--- src/rtl/sc_point_matrix_datapath.sv ---
// rtl/sc_point_matrix_datapath.sv - frog position datapath driven by the movement state machine strobes
// Holds row/col, a registered one-hot display matrix, move counter and goal flags.
module sc_point_matrix_datapath #(
  parameter int ROWS      = 8,
  parameter int COLS      = 8,
  parameter int START_COL = 3
) (
  input  logic                   SC_STATEMACHINEPOINT_CLOCK_50,
  input  logic                   SC_STATEMACHINEPOINT_RESET_InHigh,
  input  logic                   clear_InLow,
  input  logic                   load0_InLow,
  input  logic                   load1_InLow,
  input  logic [1:0]             shiftselection_In,
  output logic [ROWS*COLS-1:0]   matrix_Out,
  output logic [2:0]             row_Out,
  output logic [2:0]             col_Out,
  output logic                   firstreg_OutLow,
  output logic                   goal_Out,
  output logic                   goalPulse_Out,
  output logic [7:0]             moveCount_Out
);

  localparam logic [2:0] ROW_LAST    = 3'(ROWS - 1);
  localparam logic [2:0] ROW_PRELAST = 3'(ROWS - 2);
  localparam logic [2:0] COL_LAST    = 3'(COLS - 1);
  localparam logic [2:0] COL_START   = 3'(START_COL);
  localparam logic [ROWS*COLS-1:0] MAT_RESET = {{(ROWS*COLS-1){1'b0}}, 1'b1} << START_COL;

  logic [2:0]           row_q, row_d;
  logic [2:0]           col_q, col_d;
  logic [7:0]           count_q, count_d;
  logic                 pulse_q, pulse_d;
  logic [ROWS*COLS-1:0] mat_q, mat_d;
  logic                 moved;
  logic                 clr;

  // One command per cycle, clear > up > down > shift; moves saturate at the edges.
  always_comb begin
    row_d = row_q;
    col_d = col_q;
    moved = 1'b0;
    clr   = 1'b0;
    if (!clear_InLow) begin
      row_d = 3'd0;
      col_d = COL_START;
      clr   = 1'b1;
    end else if (!load0_InLow) begin
      if (row_q != ROW_LAST) begin
        row_d = row_q + 3'd1;
        moved = 1'b1;
      end
    end else if (!load1_InLow) begin
      if (row_q != 3'd0) begin
        row_d = row_q - 3'd1;
        moved = 1'b1;
      end
    end else if (shiftselection_In == 2'b01) begin
      if (col_q != COL_LAST) begin
        col_d = col_q + 3'd1;
        moved = 1'b1;
      end
    end else if (shiftselection_In == 2'b10) begin
      if (col_q != 3'd0) begin
        col_d = col_q - 3'd1;
        moved = 1'b1;
      end
    end
  end

  always_comb begin
    count_d = count_q;
    if (clr)
      count_d = 8'd0;
    else if (moved && (count_q != 8'hFF))
      count_d = count_q + 8'd1;
  end

  assign pulse_d = (row_q == ROW_PRELAST) && (row_d == ROW_LAST);

  // Matrix is decoded from the next position so it never lags row/col.
  always_comb begin
    mat_d = '0;
    for (int r = 0; r < ROWS; r++) begin
      for (int c = 0; c < COLS; c++) begin
        mat_d[r*COLS + c] = (row_d == 3'(r)) && (col_d == 3'(c));
      end
    end
  end

  always_ff @(posedge SC_STATEMACHINEPOINT_CLOCK_50 or posedge SC_STATEMACHINEPOINT_RESET_InHigh) begin
    if (SC_STATEMACHINEPOINT_RESET_InHigh) begin
      row_q   <= 3'd0;
      col_q   <= COL_START;
      count_q <= 8'd0;
      pulse_q <= 1'b0;
      mat_q   <= MAT_RESET;
    end else begin
      row_q   <= row_d;
      col_q   <= col_d;
      count_q <= count_d;
      pulse_q <= pulse_d;
      mat_q   <= mat_d;
    end
  end

  assign matrix_Out      = mat_q;
  assign row_Out         = row_q;
  assign col_Out         = col_q;
  assign firstreg_OutLow = (row_q != 3'd0);
  assign goal_Out        = (row_q == ROW_LAST);
  assign goalPulse_Out   = pulse_q;
  assign moveCount_Out   = count_q;

endmodule

--- config.mk ---
export PLATFORM = sky130hd
export DESIGN_NAME = sc_point_matrix_datapath
export DESIGN_NICKNAME = d
export VERILOG_FILES = /design/src/rtl/sc_point_matrix_datapath.sv
export SDC_FILE = /design/constraint.sdc
export NUM_CORES = 1
export LEC_CHECK = 0
export CAP_MARGIN = 20
export CORE_MARGIN = 5
export CORE_UTILIZATION = 43
export CTS_CLUSTER_DIAMETER = 150
export DETAILED_ROUTE_END_ITERATION = 8
export PLACE_DENSITY = 0.85
export RECOVER_POWER = 50
export SLEW_MARGIN = 20
export SYNTH_ARGS = -nofsm -noshare
export SYNTH_HDL_FRONTEND = slang
export SYNTH_SLANG_ARGS = --single-unit
export TNS_END_PERCENT = 5
--- constraint.sdc ---
create_clock -name SC_STATEMACHINEPOINT_CLOCK_50 -period 2.2 [get_ports SC_STATEMACHINEPOINT_CLOCK_50]
set_input_delay 0.22 -clock SC_STATEMACHINEPOINT_CLOCK_50 [delete_from_list [all_inputs] [get_ports SC_STATEMACHINEPOINT_CLOCK_50]]
set_output_delay 0.22 -clock SC_STATEMACHINEPOINT_CLOCK_50 [all_outputs]
set_load 0.02 [all_outputs]
Yosys cells after proc, flatten, opt, wreduce, memory -nomap -nowiden --
Index checks and enable logic that the tools add are counted. W data, S select, Z words.
Operators by class: shift operators 0, multipliers 0, equal/unequal tests 22, $add $sub $neg 5, multiplexer cells 23, $lt $le $gt $ge 0, reductions and logical operators 70, divide/modulo/power cells 0, bitwise gates (word level) 0
Operator list (number):
- $logic_and A1 B1 Y1 | 66
- $mux W3 | 12
- $eq A3 B3 Y1 const B | 10
- $mux W8 | 2
- $eq A3 B2 Y1 const B | 4
- $mux W1 | 9
- $add A8 B1 Y8 const B | 1
- $ne A8 B8 Y1 const B | 1
- $add A3 B1 Y3 const B | 2
- $eq A3 B1 Y1 const B | 2
- $logic_not A3 Y1 | 2
- $ne A3 B3 Y1 const B | 2
- $reduce_bool A3 Y1 | 2
- $sub A3 B1 Y3 const B | 2
- $eq A2 B1 Y1 const B | 1
- $eq A2 B2 Y1 const B | 1
- $ne A2 B1 Y1 const B | 1
Storage, ports and cells: word-level logic and storage cells 125, input port bits 7, memories 0, RAM bits 0, ROM bits 0, latch bits 0, output and inout bits 81, register bits 79

Logic depth before layout (Yosys ltp) --
depth after elaboration 10, depth in mapped cells 9, gate-level depth less buffers 8

Worst setup path before layout --
Ideal clock, no wire load.
path type reg2reg, start point register row_q[0], in the netlist row_Out[0], end point register mat_q[18], in the netlist matrix_Out[18], buffers on the path 1, data required time 2120 ps, data arrival time 2159 ps, setup time 80 ps, clock period less this slack 2239 ps, slack -39 ps, cell stages (with the launch flop) 9, path through dfrtp_1 -> inv_1 -> ha_1 -> nor2b_1 -> nor4b_1 -> nor3_1 -> or4b_1 -> buf_6 -> nor3_4
On the way: cells in the longest elaborated chain, start to end 7, elaborated cells between the ends (all ways) 11, those cells by class 2 x add/sub; 2 x eq/ne; 5 x mux; 2 x reduce/logical
RTL lines:
- start, declared | line 29 | logic [2:0] row_q, row_d;
- start signal, assigned | line 98 | row_q <= row_d;
- $sub A3 B1 Y3 / $reduce_bool A3 Y1 (equally long branches) | line 54, 53
- $mux W3 | line 53 | if (row_q != 3'd0) begin
- $mux W3 | line 52 | end else if (!load1_InLow) begin
- $mux W3 * | line 47 | end else if (!load0_InLow) begin
- $mux W3 * | line 43 | if (!clear_InLow) begin
- $eq A3 B2 Y1 * | line 85 | mat_d[r*COLS + c] = (row_d == 3'(r)) && (col_d == 3'(c));
- $logic_and A1 B1 Y1 * | line 85
- via mat_d[18] | line 33 | logic [ROWS*COLS-1:0] mat_q, mat_d;
- end signal, assigned | line 102 | mat_q <= mat_d;
- end, declared | line 33
Mark *: on every way through the listed nets, which the timed path passes. The rest lies on a longest branch. A chain may end at the register's enable or synchronous reset.

Worst setup path in the final report --
start point register col_q[0], in the netlist col_Out[0], end point register mat_q[35], in the netlist matrix_Out[35]
On the way: cells in the longest elaborated chain, start to end 9, elaborated cells between the ends (all ways) 13, those cells by class 2 x add/sub; 2 x eq/ne; 7 x mux; 2 x reduce/logical
RTL lines:
- start, declared | line 30 | logic [2:0] col_q, col_d;
- start signal, assigned | line 99 | col_q <= col_d;
- $sub A3 B1 Y3 / $reduce_bool A3 Y1 (equally long branches) | line 64, 63
- $mux W3 | line 63 | if (col_q != 3'd0) begin
- $mux W3 | line 62 | end else if (shiftselection_In == 2'b10) begin
- $mux W3 | line 57 | end else if (shiftselection_In == 2'b01) begin
- $mux W3 | line 52
- $mux W3 * | line 47
- $mux W3 * | line 43
- $eq A3 B2 Y1 * | line 85
- $logic_and A1 B1 Y1 * | line 85
- via mat_d[35] | line 33
Marked as above.

==> results.sh <==
export IMPL_status="finished clean"
export IMPL_leakagePower_nw=2.22
export IMPL_vias_per_cell=5.41
export IMPL_synth_compound_area_share_pct=10.2
export IMPL_rows=32
export IMPL_hold_path_class="input port to async pin"
export IMPL_grt_pass1_vias=2792
export IMPL_slew_headroom_pct=36.1
export IMPL_netlist_instances=288
export IMPL_rsz0062_at_grt="yes"
export IMPL_routabilityCongestion=0.842
export IMPL_post_route_util_pct=62.9
export IMPL_cts_tree="done"
export IMPL_yosys_warnings=0
export IMPL_numCtsBuffers=9
export IMPL_final_common_cell="dfrtp_1"
export IMPL_synthAdderAreaFrac_pct=3.02
export IMPL_period_share_pct=99.4
export IMPL_synth_flop_cell="dfrtp_1"
export IMPL_multiInputGateArea_um2=1250
export IMPL_path_clk_slew_ps=90
export IMPL_cts_sinks=79
export IMPL_grt_usage_pct=18.4
export IMPL_die_w_um=97.8
export IMPL_min_period_ps=2190
export IMPL_hpwl_um=6360
export IMPL_final_cell_mix="dfrtp_1 (76), clkdlybuf4s50_1 (51), nor3_1 (37)"
export IMPL_fp_coreArea_um2=7610
export IMPL_vias=2790
export IMPL_crit_fanout=8
export IMPL_seq_area_um2=1980
export IMPL_synthMuxAreaShare_pct=0.604
export IMPL_io_pins=88
export IMPL_synth_xor_area_share_pct=0.755
export IMPL_syn_to_final_growth_pct=44.5
export IMPL_nNetsFinal=424
export IMPL_diodes=0
export IMPL_grt_overflow_total=0
export IMPL_powerDensity_nw_per_um2=709
export IMPL_clk_insertion_delay_late_ps=350
export IMPL_irDropWorstVdd_v=0.000445
export IMPL_die_area_um2=9560
export IMPL_synth_yosys_seq_area_share_pct=59.8
export IMPL_async_flop_share_pct=100
export IMPL_antenna_found_initial=0
export IMPL_tightest_slew_ps=958
export IMPL_wl_per_cell_um=17.6
export IMPL_slew_violations=0
export IMPL_p_total_mw=3.39
export IMPL_critical_path_class="flip-flop to flip-flop"
export IMPL_max_freq_ghz=0.457
export IMPL_grt_max_degree=42
export IMPL_start_util_pct=43.6
export IMPL_drc_errors=0
export IMPL_startpoint_type="flip-flop"
export IMPL_htree_levels=3
export IMPL_ys_ff_latch=79
export IMPL_finalSetupViolations=0
export IMPL_routed_wl_um=9060
export IMPL_synth_edf_count=0
export IMPL_maxCapViolations=0
export IMPL_drive_gt1_share_pct=21.5
export IMPL_finalClockSkew_ps=9.59
export IMPL_drt_iter0_drc=119
export IMPL_hold_ws_ps=458
export IMPL_syn_num_nets=303
export IMPL_io_buffers=87
export IMPL_syn_area_per_cell_um2=11.5
export IMPL_ant_nets=0
export IMPL_clk_path_buf_depth=2
export IMPL_yosys_area_share_simple_pct=21.5
export IMPL_synth_cell_types=56
export IMPL_crit_arrival_ps=2400
export IMPL_netlist_area_um2=3310
export IMPL_final_hold_viol_count=0
export IMPL_rrSetupSlack_ps=10
export IMPL_worstPathRequired_ps=2410
export IMPL_synth_top_family_by_area="simple AND/OR/NAND/NOR gates"
export IMPL_drt_pass1_iter_count=4
export IMPL_dieHeight_um=97.8
export IMPL_end_kind="flip-flop"
export IMPL_grt_pass1_wl_um=13900
export IMPL_root_buffer="clkbuf_8"
export IMPL_fill_cells=619
## what timing repair did
item,4_1_cts,5_1_grt
setup buffers,0,2
gates cloned,0,0
endpoints found under the setup margin,1,54
hold buffers,0,0
gates resized for setup,0,16
pin swaps,1,5
## worst max-delay path, stage by stage, from the launching register on
cell	delay, ps
dfstp_2	570
inv_1	70
ha_1	200
nand2b_1	110
buf_4	140
a22oi_2	80
o211ai_1	230
nand2_1	120
buf_4	180
nor4_1	360
## path summary, 6_finish.rpt
check                                                              startpoint          endpoint  cells past startpoint
min in group SC_STATEMACHINEPOINT_CLOCK_50                   moveCount_Out[6]  moveCount_Out[6]                      2
setup / recovery                                                   col_Out[0]    matrix_Out[35]                      9
setup reg to reg                                                   col_Out[0]    matrix_Out[35]                      9
hold / removal                              SC_STATEMACHINEPOINT_RESET_InHigh        col_Out[2]                      2
max in group asynchronous                   SC_STATEMACHINEPOINT_RESET_InHigh    matrix_Out[42]                      3
hold reg to reg                                              moveCount_Out[6]  moveCount_Out[6]                      2
## area by class of cell
type,count,area share (%)
flip-flops and latches,79,41.4
multi-input cells,180,26.2
repair buffers,124,24.4
inverters,15,1.20
well taps,102,2.67
clock buffers,9,2.59
clock inverters,7,1.65
## through the flow
stage               instance area [um2]  TNS, ps  cells  setup slack, ps
floorplan                          3320     -426    288            -39.2
global placement                   4520    -4.83    498            -4.83
detailed placement                 4520     -811    498            -67.4
CTS                                4730        0    514             5.73
global route                       4790     -364    516            -35.3
finish                             4790        0    516             12.2
## power breakdown
| group | internal (mW) | switching, mW | leakage, nW | total (mW) |
|---|---|---|---|---|
| logic | 0.300 | 0.460 | 1.03 | 0.760 |
| clock network | 0.538 | 0.564 | 0.0982 | 1.10 |
| registers | 1.50 | 0.0340 | 1.09 | 1.53 |
## flip-flops by register name (all words and copies together), names as in the netlist
signal / count
row_Out: 3
col_Out: 3
goalPulse_Out: 1
moveCount_Out: 8
matrix_Out: 64
## kinds of logic after synthesis
group           count (synthesis)
simple gates                  124
flops                          79
compound gates                 44
buf+inv                        29
fa+ha+maj                       8
xor+xnor                        2
mux                             2
## synthesized netlist by cell type, types with 2 or more instances
master | count | area, um2
ha_1 | 8 | 100
nand2_1 | 14 | 52.6
a21oi_1 | 11 | 55.1
mux2i_1 | 2 | 20.0
dfrtp_1 | 76 | 1900
nand3_1 | 17 | 85.1
nor3_2 | 7 | 70.1
dfstp_2 | 3 | 78.8
or4_1 | 4 | 30.0
o31ai_1 | 4 | 30.0
o211a_1 | 3 | 30.0
nand2b_1 | 3 | 18.8
o211ai_1 | 2 | 15.0
nor2_1 | 9 | 33.8
o21ai_0 | 3 | 15.0
buf_6 | 2 | 22.5
clkbuf_1 | 4 | 15.0
inv_1 | 10 | 37.5
nor4_1 | 12 | 75.1
inv_2 | 4 | 15.0
o22ai_1 | 2 | 12.5
buf_2 | 7 | 35.0
nor3_1 | 42 | 210
o21ai_1 | 4 | 20.0
nor2b_1 | 2 | 12.5
a21o_1 | 3 | 22.5
## per-layer routing
metal  track usage, %  up-vias  part of all wire (%)
li1                 -     1271                     -
met1             22.5     1343                    40
met2             31.0      146                    50
met3             5.21       30                   7.3
met4             6.82        0                   2.8
met5                0        -                     0
(Power assumes the default switching activity.)
==> edit 1: new RTL, same flow settings <==
Add an input register stage for `clear_InLow`, `load0_InLow`, `load1_InLow` and `shiftselection_In`; this delays them by one clock.
--- a/src/rtl/sc_point_matrix_datapath.sv
+++ b/src/rtl/sc_point_matrix_datapath.sv
@@ -28,2 +28,14 @@
 
+  logic clear_InLow_q;
+  logic load0_InLow_q;
+  logic load1_InLow_q;
+  logic [1:0] shiftselection_In_q;
+
+  always_ff @(posedge SC_STATEMACHINEPOINT_CLOCK_50) begin
+    clear_InLow_q       <= clear_InLow;
+    load0_InLow_q       <= load0_InLow;
+    load1_InLow_q       <= load1_InLow;
+    shiftselection_In_q <= shiftselection_In;
+  end
+
   logic [2:0]           row_q, row_d;
@@ -42,3 +54,3 @@
     clr   = 1'b0;
-    if (!clear_InLow) begin
+    if (!clear_InLow_q) begin
       row_d = 3'd0;
@@ -46,3 +58,3 @@
       clr   = 1'b1;
-    end else if (!load0_InLow) begin
+    end else if (!load0_InLow_q) begin
       if (row_q != ROW_LAST) begin
@@ -51,3 +63,3 @@
       end
-    end else if (!load1_InLow) begin
+    end else if (!load1_InLow_q) begin
       if (row_q != 3'd0) begin
@@ -56,3 +68,3 @@
       end
-    end else if (shiftselection_In == 2'b01) begin
+    end else if (shiftselection_In_q == 2'b01) begin
       if (col_q != COL_LAST) begin
@@ -61,3 +73,3 @@
       end
-    end else if (shiftselection_In == 2'b10) begin
+    end else if (shiftselection_In_q == 2'b10) begin
       if (col_q != 3'd0) begin
Check against the original RTL: not equivalent (Yosys sat finds a counterexample within 4 cycles, from zero or initial values and one cycle with SC_STATEMACHINEPOINT_RESET_InHigh high).
==> edit 1 against the unedited design <==
The flow now finishes with violations (negative setup slack). Cell area increased by 5.6%. Synthesized area increased by 1.4%. Sequential cell count increased by 5. Sequential power increased by 7%. Routed wire length increased by 4.1%. Power increased by 0.24%. Setup slack got worse by 0.075 ns. Largest cell class unchanged.
==> edit 1: results (changes against the unedited design) <==
The flow ran to the end, but the final reports show violations. The checks that failed: negative setup slack. The routability congestion estimate from global placement came to 0.840 (-0.26%). The synthesized area divided by synthesized cell count was 11.8 um2 (+2.5%). The total length of routed met2 wires came to 4910 um (+9.1%).

The post-detailed-placement half-perimeter wirelength came out at 5610 um (-12%). The violation count after the first detailed-routing iteration is 146 (+23%). Yosys attributes the largest share of cell area to sky130_fd_sc_hd__dfrtp_1 (57%), sky130_fd_sc_hd__nor4_1 (8.0%), sky130_fd_sc_hd__dfxtp_1 (3.0%). The amount of wire on met3 after detailed routing is 709 um (+6.9%).

The fraction of final layout cells sized beyond drive strength 1 came out at 26.4% (+5.0 points). The count of cells resized by post-cts repair is 13 (+13). The pre-CTS worst setup slack is -0.147 ns (-0.0798 ns). The last element of the critical path is matrix_Out[13]. The met2 global-route usage is 27.2% (-3.7 points).

The worst-case setup margin in the final layout came out at -0.0628 ns (-0.0750 ns). The total negative slack is -0.212 ns (-0.212 ns). The maximum number of pins on one net before global-route repair came out at 80 (+90%). The hold slack came out at 0.404 ns (-0.0540 ns). The global router's overall resource usage is 17.0% (-1.3 points).

The count of different cell masters after synthesis came to 47 (-16%). The type of the tightest min-delay check is in2reg. The peak ir drop on the vdd network came to 0.000362 V (-19%).

The net count of the finished layout was 407 (-4.0%). The first-pass GRT wire length is 13200 um (-5.2%). The final setup violation count is 9 (+9). The post-route met1 wirelength is 3690 um (+1.3%). The total via count after detailed routing came to 2810 (+0.72%).

The async set-reset flop share out of synthesis is 94.0% (-6.0 points). The via count of the first global-routing pass is 2618 (-6.2%). The post-place instance area is 4480 um2 (-1.0%). The final clock skew came out at 0.00688 ns (-0.00271 ns). The number of placed instances with taps included came out at 473 (-5.0%).
[edit 1: power breakdown]
group / switching [mW] / total [mW] / internal [mW]
clock: 0.588 / 1.04 / 0.449
combinational: 0.467 / 0.740 / 0.273
sequential: 0.0375 / 1.63 / 1.59
[edit 1: cell type report]
class | count | area [um2] | area share (%)
clock buffer | 10 | 138 | 2.72
clock inverter | 6 | 46.3 | 0.915
inverter | 14 | 73.8 | 1.46
multi-input combinational | 164 | 1420 | 28.1
sequential | 84 | 2080 | 41.2
tap | 102 | 128 | 2.52
timing repair buffer | 116 | 1150 | 22.7
timing repair inverter | 3 | 23.8 | 0.470
[edit 1: through the flow]
step	utilization, %	total power, mW
after floorplan	-	2.02
after global placement	58.2	2.23
after detailed placement	58.2	2.25
after CTS	61.2	3.27
after global routing	65.8	3.55
final	65.8	3.40
[edit 1: kinds of logic after synthesis]
logic type,share of synthesized area (%)
simple gates,21.6
xor+xnor,0.745
flops,61.9
mux,0.894
compound gates,7.26
buf+inv,4.62
fa+ha+maj,2.98
==> edit 2: new RTL, config.mk and constraints unchanged <==
Without the edit above. The parameter `COLS` goes from 8 to 16.
--- a/src/rtl/sc_point_matrix_datapath.sv
+++ b/src/rtl/sc_point_matrix_datapath.sv
@@ -4,3 +4,3 @@
   parameter int ROWS      = 8,
-  parameter int COLS      = 8,
+  parameter int COLS      = 16,
   parameter int START_COL = 3
Ports: changed (resized matrix_Out); port bits go from 88 to 152. The function was not compared with the original's and may differ.
==> edit 2 against the unedited design <==
Routed wire length up 28%. Clock skew down 0.0018 ns. Synthesized area up 16%. Power up 12%. Setup slack better by 0.022 ns. Critical path type unchanged. Fmax up 1.0%. Final cell count up 22%. Sequential cell count up 1. Cell area up 25%. Largest power group unchanged.
==> edit 2: results (changes against the unedited design) <==
The transition at the pin with the smallest max-transition slack was 1.05 ns (+0.0929 ns). The violation count after the first detailed-routing iteration came to 219 (+84%). The wire length per cell after detailed routing came out at 18.4 um (+4.6%). The count of buffers inserted at the top-level ports came out at 151 (+74%). In this run the critical register-to-register path is captured at matrix_Out[11]. The type of the tightest min-delay check is in2reg.

The maximum number of pins on one net before global-route repair is 81 (+93%). The via count of the first global-routing pass came to 3552 (+27%). After synthesis, the most frequently instantiated cells are sky130_fd_sc_hd__dfrtp_1 (77), sky130_fd_sc_hd__buf_4 (63), sky130_fd_sc_hd__nor3_1 (50). The worst-case register-to-register setup slack came out at 0.03 ns (+0.02 ns).

The flow ran to the end, and the final reports show no timing, DRC or antenna violations. The net count of the finished layout is 534 (+26%). The count of different cell masters after synthesis is 50 (-11%). After synthesis, the cell types taking the most area are sky130_fd_sc_hd__dfrtp_1 (50%), sky130_fd_sc_hd__buf_4 (12%), sky130_fd_sc_hd__nor3_1 (6.5%).

The final hold violation count is 0 (unchanged). The worst hold path startpoint is clear_InLow. The peak ir drop on the vdd network is 0.000401 V (-9.8%). The slowest stage of the critical path is the sky130_fd_sc_hd__dfstp_2 cell. The number of antenna cells inserted was 0 (unchanged).

The final clock skew was 0.00776 ns (-0.00183 ns). The number of filler cells placed in the layout was 631 (+1.9%). The post-detailed-placement half-perimeter wirelength is 8650 um (+36%). The number of buffers on the longest clock path is 2 (unchanged). The static leakage came out at 2.70 nW (+22%). The cell count of the worst reg-to-reg path is 10 (+1). The total via count after detailed routing came to 3393 (+22%).

The maximum fanout along the worst path is 4 (-4). The pre-CTS worst setup slack came out at -0.130 ns (-0.0627 ns). The routability congestion estimate from global placement came to 0.924 (+9.8%). The global router's overall resource usage came out at 20.5% (+2.1 points).

The switching part of the total was 31.3% (+0.15 points). The fraction of final layout cells sized beyond drive strength 1 came to 27.1% (+5.6 points). The flip-flop count of the largest register after layout is 65 (+1.6%). The largest incremental delay on the critical path came out at 0.55 ns (-0.02 ns). The portion of the post-synthesis area used by sequential elements is 52.4% (-7.4 points). The total nets after synthesis came out at 380 (+25%). The hold slack came to 0.586 ns (+0.128 ns). The first-pass GRT wire length came out at 18300 um (+32%).

The number of warning messages in the yosys log is 0 (unchanged).
[edit 2: worst max-delay path, delay by kind of cell, from the launching register on]
family | cells | cell delay (ns)
fa+ha+maj | 1 | 0.19
buf+inv | 4 | 0.42
flops | 1 | 0.55
simple gates | 5 | 0.89
[edit 2: per-stage QoR]
stage	cells	cell area, um2
2_1_floorplan	365	3830
3_3_place_gp	610	5440
3_5_place_dp	610	5440
4_1_cts	626	5720
5_1_grt	632	5990
6_report	632	5990
[edit 2: how the worst max path moves through the flow]
stage | start | endpoint | slack, ns
final | col_Out[0] | matrix_Out[11] | 0.03
after detailed placement | load0_InLow | matrix_Out[11] | -0.13
after global routing | col_Out[0] | matrix_Out[11] | -0.07
after global placement | load0_InLow | matrix_Out[11] | -0.15
after floorplan | col_Out[0] | matrix_Out[74] | -0.03
after CTS | col_Out[0] | matrix_Out[107] | 0.01
[edit 2: final cells by class]
class,count,area (um2),share of cell area (%)
Clock buffer,10,128,2.13
Clock inverter,6,90.1,1.50
Inverter,13,52.6,0.877
Multi-Input combinational cell,195,1520,25.4
Sequential cell,80,2010,33.5
Tap cell,108,135,2.25
Timing Repair Buffer,220,2060,34.4
[edit 2: power by group through the flow]
stage | registers [mW] | logic [mW] | clock network [mW]
floorplan | 1.65 | 0.420 | 0
global placement | 1.59 | 0.924 | 0
detailed placement | 1.59 | 0.941 | 0
CTS | 1.56 | 0.963 | 1.20
global route | 1.57 | 1.13 | 1.26
finish | 1.56 | 1.06 | 1.19
[edit 2: what timing repair did]
| action | CTS | global route |
|---|---|---|
| gates resized for setup | 11 | 43 |
| hold endpoints to repair | 0 | 0 |
| pin swaps | 3 | 8 |
| endpoints found under the setup margin | 23 | 66 |
| buffers inserted | 0 | 6 |
| hold buffers | 0 | 0 |
| cloned | 0 | 0 |
[edit 2: layer usage]
layer / wire (um) / share of wire, % / vias up / GRT usage (%)
met4: 289 / 2.5 / 0 / 7.03
met2: 5960 / 51 / 173 / 35.3
met3: 991 / 8.5 / 24 / 7.14
li1: - / - / 1532 / -
met1: 4360 / 38 / 1664 / 23.5
met5: 0 / 0 / - / 0
[edit 2: kinds of logic after synthesis]
kind of cell / share of synthesized area (%)
fa+ha+maj: 2.62
mux: 0.785
xor+xnor: 0.425
compound gates: 7.49
buf+inv: 15.7
flops: 52.4
simple gates: 20.6
